[config.mk]
export PLATFORM = sky130hd
export DESIGN_NAME = idli_pcu_m
export DESIGN_NICKNAME = d
export VERILOG_FILES = /design/src/rtl/idli_pcu_m.sv
export SDC_FILE = /design/constraint.sdc
export NUM_CORES = 1
export LEC_CHECK = 0
export CAP_MARGIN = 20
export CORE_MARGIN = 1
export CORE_UTILIZATION = 30
export DETAILED_ROUTE_END_ITERATION = 10
export GPL_TIMING_DRIVEN = 0
export PLACE_DENSITY = 0.57
export SLEW_MARGIN = 10
export SYNTH_ARGS = -nofsm -noshare
export SYNTH_HDL_FRONTEND = slang
export SYNTH_SLANG_ARGS = --single-unit
[constraint.sdc]
create_clock -name i_pcu_gck -period 3.3 [get_ports i_pcu_gck]
set_clock_uncertainty 0.1 [all_clocks]
set_input_delay 0.33 -clock i_pcu_gck [delete_from_list [all_inputs] [get_ports i_pcu_gck]]
set_output_delay 0.33 -clock i_pcu_gck [all_outputs]
set_load 0.1 [all_outputs]
[src/rtl/idli_pcu_m.sv]
// idli bit-serial program counter unit.
// Streams the PC and link value LSB slice first and writes back the next PC.
module idli_pcu_m #(
  parameter int PC_W = 16,
  parameter int SLICE_W = 4,
  parameter logic [PC_W-1:0] INC = PC_W'(2),
  parameter logic [PC_W-1:0] RESET_PC = '0
) (
  input  logic               i_pcu_gck,
  input  logic               i_pcu_rst,
  input  logic               i_pcu_stall,
  input  logic               i_pcu_redir_vld,
  input  logic               i_pcu_redir_rel,
  input  logic [SLICE_W-1:0] i_pcu_redir_slice,
  output logic [SLICE_W-1:0] o_pcu_pc_slice,
  output logic [SLICE_W-1:0] o_pcu_link_slice,
  output logic               o_pcu_first,
  output logic               o_pcu_last,
  output logic [PC_W-1:0]    o_pcu_pc_q
);

  localparam int NSLICE = PC_W / SLICE_W;
  localparam int CTR_W = (NSLICE > 1) ? $clog2(NSLICE) : 1;
  localparam logic [CTR_W-1:0] CTR_LAST = CTR_W'(NSLICE - 1);

  if ((PC_W % SLICE_W) != 0) begin : g_bad_width
    $fatal(1, "idli_pcu_m: PC_W must be a multiple of SLICE_W");
  end

  logic [PC_W-1:0]    pc_q;
  logic [CTR_W-1:0]   ctr;
  logic               carry_q;
  logic               lcarry_q;
  logic               redir_q;
  logic               rel_q;

  logic               first;
  logic               last;
  logic [SLICE_W-1:0] pc_slice;
  logic [PC_W-1:0]    inc_sh;
  logic [SLICE_W-1:0] inc_s;
  logic               cin;
  logic               lcin;
  logic               eff_redir;
  logic               eff_rel;
  logic [SLICE_W:0]   lsum;
  logic [SLICE_W:0]   wsum;
  logic [PC_W-1:0]    pc_nxt;
  logic               c_nxt;
  logic               lc_nxt;

  assign first    = (ctr == '0);
  assign last     = (ctr == CTR_LAST);
  assign pc_slice = pc_q[SLICE_W-1:0];
  assign inc_sh   = INC >> (SLICE_W * int'(ctr));
  assign inc_s    = inc_sh[SLICE_W-1:0];

  // Carries only chain within a period; slice 0 always starts clean.
  assign cin  = first ? 1'b0 : carry_q;
  assign lcin = first ? 1'b0 : lcarry_q;

  assign eff_redir = first ? i_pcu_redir_vld : redir_q;
  assign eff_rel   = first ? i_pcu_redir_rel : rel_q;

  assign lsum = {1'b0, pc_slice} + {1'b0, inc_s}
              + {{SLICE_W{1'b0}}, lcin};

  always_comb begin
    wsum = '0;
    if (!eff_redir) begin
      wsum = {1'b0, pc_slice} + {1'b0, inc_s}
           + {{SLICE_W{1'b0}}, cin};
    end else if (!eff_rel) begin
      wsum = {1'b0, i_pcu_redir_slice};
    end else begin
      wsum = {1'b0, pc_slice} + {1'b0, i_pcu_redir_slice}
           + {{SLICE_W{1'b0}}, cin};
    end
  end

  if (NSLICE > 1) begin : g_multi
    assign pc_nxt = {wsum[SLICE_W-1:0], pc_q[PC_W-1:SLICE_W]};
    assign c_nxt  = wsum[SLICE_W];
    assign lc_nxt = lsum[SLICE_W];
  end else begin : g_single
    assign pc_nxt = wsum[SLICE_W-1:0];
    assign c_nxt  = 1'b0;
    assign lc_nxt = 1'b0;
  end

  always_ff @(posedge i_pcu_gck or posedge i_pcu_rst) begin
    if (i_pcu_rst) begin
      pc_q     <= RESET_PC;
      ctr      <= '0;
      carry_q  <= 1'b0;
      lcarry_q <= 1'b0;
      redir_q  <= 1'b0;
      rel_q    <= 1'b0;
    end else if (!i_pcu_stall) begin
      pc_q     <= pc_nxt;
      carry_q  <= c_nxt;
      lcarry_q <= lc_nxt;
      ctr      <= last ? '0 : ctr + CTR_W'(1);
      if (first) begin
        redir_q <= i_pcu_redir_vld;
        rel_q   <= i_pcu_redir_rel;
      end
    end
  end

  assign o_pcu_pc_slice   = pc_slice;
  assign o_pcu_link_slice = lsum[SLICE_W-1:0];
  assign o_pcu_first      = first;
  assign o_pcu_last       = last;
  assign o_pcu_pc_q       = pc_q;

endmodule

==> results.toml <==
[sta]
tightest_slew_ns = 0.975
fin_crit_sh_pct = 96.2
hold_viol = 0
max_freq_mhz = 315
setup_violations = 0
slew_viol_final = 0
maxSlewHeadroom_pct = 34.9
min_period_ns = 3.17
rsz0062_at_grt = "false"

[logic_synthesis]
ys_ff_latch = 22
synthCells = 133
ys_types = 34
postSynthNetCount = 155
synth_simple_gate_area_share_pct = 9.55
synth_top_family_by_area = "multiplexers"
yosysSeqAreaShare_pct = 38.9
synthXorXnorAreaFrac_pct = 3.09
synth_mux_area_share_pct = 14.0
yosys_warnings = 0
synthAdderAreaFrac_pct = 12.6
netlist_area_um2 = 1420
syn_avg_cell_area_um2 = 10.6
synth_compound_area_share_pct = 12.3

[routing]
routed_wl_mm = 3.11
via_per_inst = 4.92
antenna_left = 0
first_pass_iters = 7
drc = 9
dr_total_vias = 1097
wl_per_cell_um = 13.9
drt_iter0_markers = 52

[clocking]
insertion_delay_ns = 0.26
postCtsHoldBufs = 0
cts_tree = "built"
cts_max_level = 1
cts_buffer_depth = 2
numCtsBuffers = 3
clkSlewWorstSetupHoldPaths_ns = 0.08
cts_root_buf = "clkbuf_8"
cts_sinks = 22

[finish]
mostFrequentLayoutCells = "clkdlybuf4s50_1 (30), dfrtp_1 (22), mux2_2 (14), inv_1 (11), ha_1 (11)"
drive_gt1_share_pct = 20.5
final_core_util_pct = 42.5
antennaDiodeCount = 0
final_common_cell = "clkdlybuf4s50_1"
nets = 194
syn_to_final_growth_pct = 33.5
n_fill_cell = 436

[critical_path]
crit_arrival_ns = 2.74
crit_fanout = 7
ff2ff_setup_slack_ns = 0.60
crit_chain = "inv_1 > ha_1 > and2b_1 > ha_1 > ha_1 > buf_4 > dlygate4sd2_1"
cp_common_cell = "ha_1"
reg2reg_depth = 8
endpoint_kind = "output pin"
max_stage_delay_ns = 0.84
crit_required_ns = 2.87
cp_slowest_cell = "dlygate4sd2_1"
worstSetupPathType = "reg2out"
startpoint_type = "flip-flop"
r2r_end = "o_pcu_pc_q[14]"
r2r_start = "ctr[0]"

[min_path]
hold_class = "reg2reg"
holdPathStages = 2
hold_end = "lcarry_q"
holdCritStartpoint = "lcarry_q"

[job]
maxCapViolations = 0

[floorplanning]
dieArea_um2 = 5000
die_h_um = 70.7
rows = 24
die_w_um = 70.7
start_util_pct = 31.8
ios = 35
core_um2 = 4440

[global_routing]
grt_pass1_vias = 1074
grt_pass1_wl_mm = 5.13
grt_usage_pct = 13.1
grt_antenna_before_repair = 0
grt_max_degree = 23
globalRouteOverflowTotal = 0

[run_status]
violations = "design-rule violations"
status = "finished, violations left"

[placement]
place.gp.congestion = 0.811
hpwlAfterDp_mm = 2.43
numPortBuffers = 34
routing by layer:
layer	GRT usage, %	routed length, um
met1	16.9	1410
met2	22.5	1520
met3	2.14	132
met4	3.78	41
met5	0	0
logic make-up (layout without fill, tap and decap cells):
family / count (synthesis) / count (layout)
AOI/OAI and AO/OA: 23 / 23
and+or+nand+nor: 27 / 27
adders and majority gates: 13 / 13
buffers and inverters: 25 / 63
muxes: 18 / 18
xor gates and xnor gates: 5 / 5
DFF: 22 / 22
synth_stat cells:
cell	count	area [um2]
o31ai_1	2	15.0
a21oi_1	3	15.0
o311ai_1	1	8.76
clkbuf_1	1	3.75
nand3b_1	1	7.51
fa_1	2	40.0
a221oi_2	1	15.0
o21ai_0	3	15.0
mux2_2	14	158
buf_2	4	20.0
mux2i_1	4	40.0
nand4_1	2	12.5
nor2_1	4	15.0
o22a_1	2	17.5
a211oi_1	4	30.0
and2b_1	2	15.0
a211oi_2	1	12.5
xnor2_1	3	26.3
inv_1	11	41.3
nand2_1	9	33.8
o31a_1	1	8.76
a21boi_0	1	7.51
nand2b_1	3	18.8
nand3_1	2	10.0
a31oi_1	2	12.5
a22o_1	1	8.76
nor3_1	2	10.0
buf_4	8	60.1
nor2b_1	2	12.5
buf_6	1	11.3
a21o_1	1	7.51
ha_1	11	138
xor2_1	2	17.5
dfrtp_1	22	551
state kept, by name, indices dropped and copies added (netlist names):
signal,cells
ctr,2
o_pcu_pc_q,16
redir_q,1
rel_q,1
carry_q,1
lcarry_q,1
critical path, delay by kind of cell (launching register included):
| family | cells | cell delay [ns] |
|---|---|---|
| and+or+nand+nor | 1 | 0.23 |
| adders and majority gates | 3 | 0.84 |
| buffers and inverters | 3 | 1.00 |
| DFF | 1 | 0.41 |
how the worst max path moves through the flow:
stage                     startpoint  cells past startpoint  slack [ns]                   to
after global routing          ctr[0]                      7       0.006  o_pcu_link_slice[1]
after global placement        ctr[0]                      8       -0.16  o_pcu_link_slice[3]
after CTS                     ctr[0]                      6       0.009  o_pcu_link_slice[0]
after detailed placement      ctr[0]                      8       -0.19  o_pcu_link_slice[3]
final                         ctr[0]                      7        0.13  o_pcu_link_slice[1]
after floorplan               ctr[0]                      7        0.25  o_pcu_link_slice[3]
metrics by stage:
stage	hold WS, ns	std cells	worst slack, ns	TNS [ns]	instance area [um2]
after floorplan	0.219	133	0.250	0	1420
after global placement	0.373	219	-0.158	-0.178	1820
after detailed placement	0.377	219	-0.194	-0.274	1820
after CTS	0.397	223	0.00893	0	1890
after global routing	0.445	223	0.00627	0	1890
final	0.387	223	0.126	0	1890
what timing repair did:
action | CTS | global route
resized for setup | 7 | 3
buffers inserted | 0 | 0
endpoints found under the setup margin | 3 | 2
pin swaps | 0 | 0
area by class of cell:
| type | count | area [um2] | share of cell area (%) |
|---|---|---|---|
| sequential | 22 | 551 | 29.1 |
| inverter | 11 | 41.3 | 2.19 |
| clock buffer | 3 | 41.3 | 2.19 |
| timing repair buffer | 34 | 338 | 17.9 |
| buffer | 14 | 95.1 | 5.03 |
| multi-input combinational | 86 | 728 | 38.5 |
| clock inverter | 1 | 30.0 | 1.59 |
| tap | 52 | 65.1 | 3.44 |
Power is left out: the tool's default activity adds up to more than one toggle a clock period on the data nets, which glitch-free logic cannot reach.
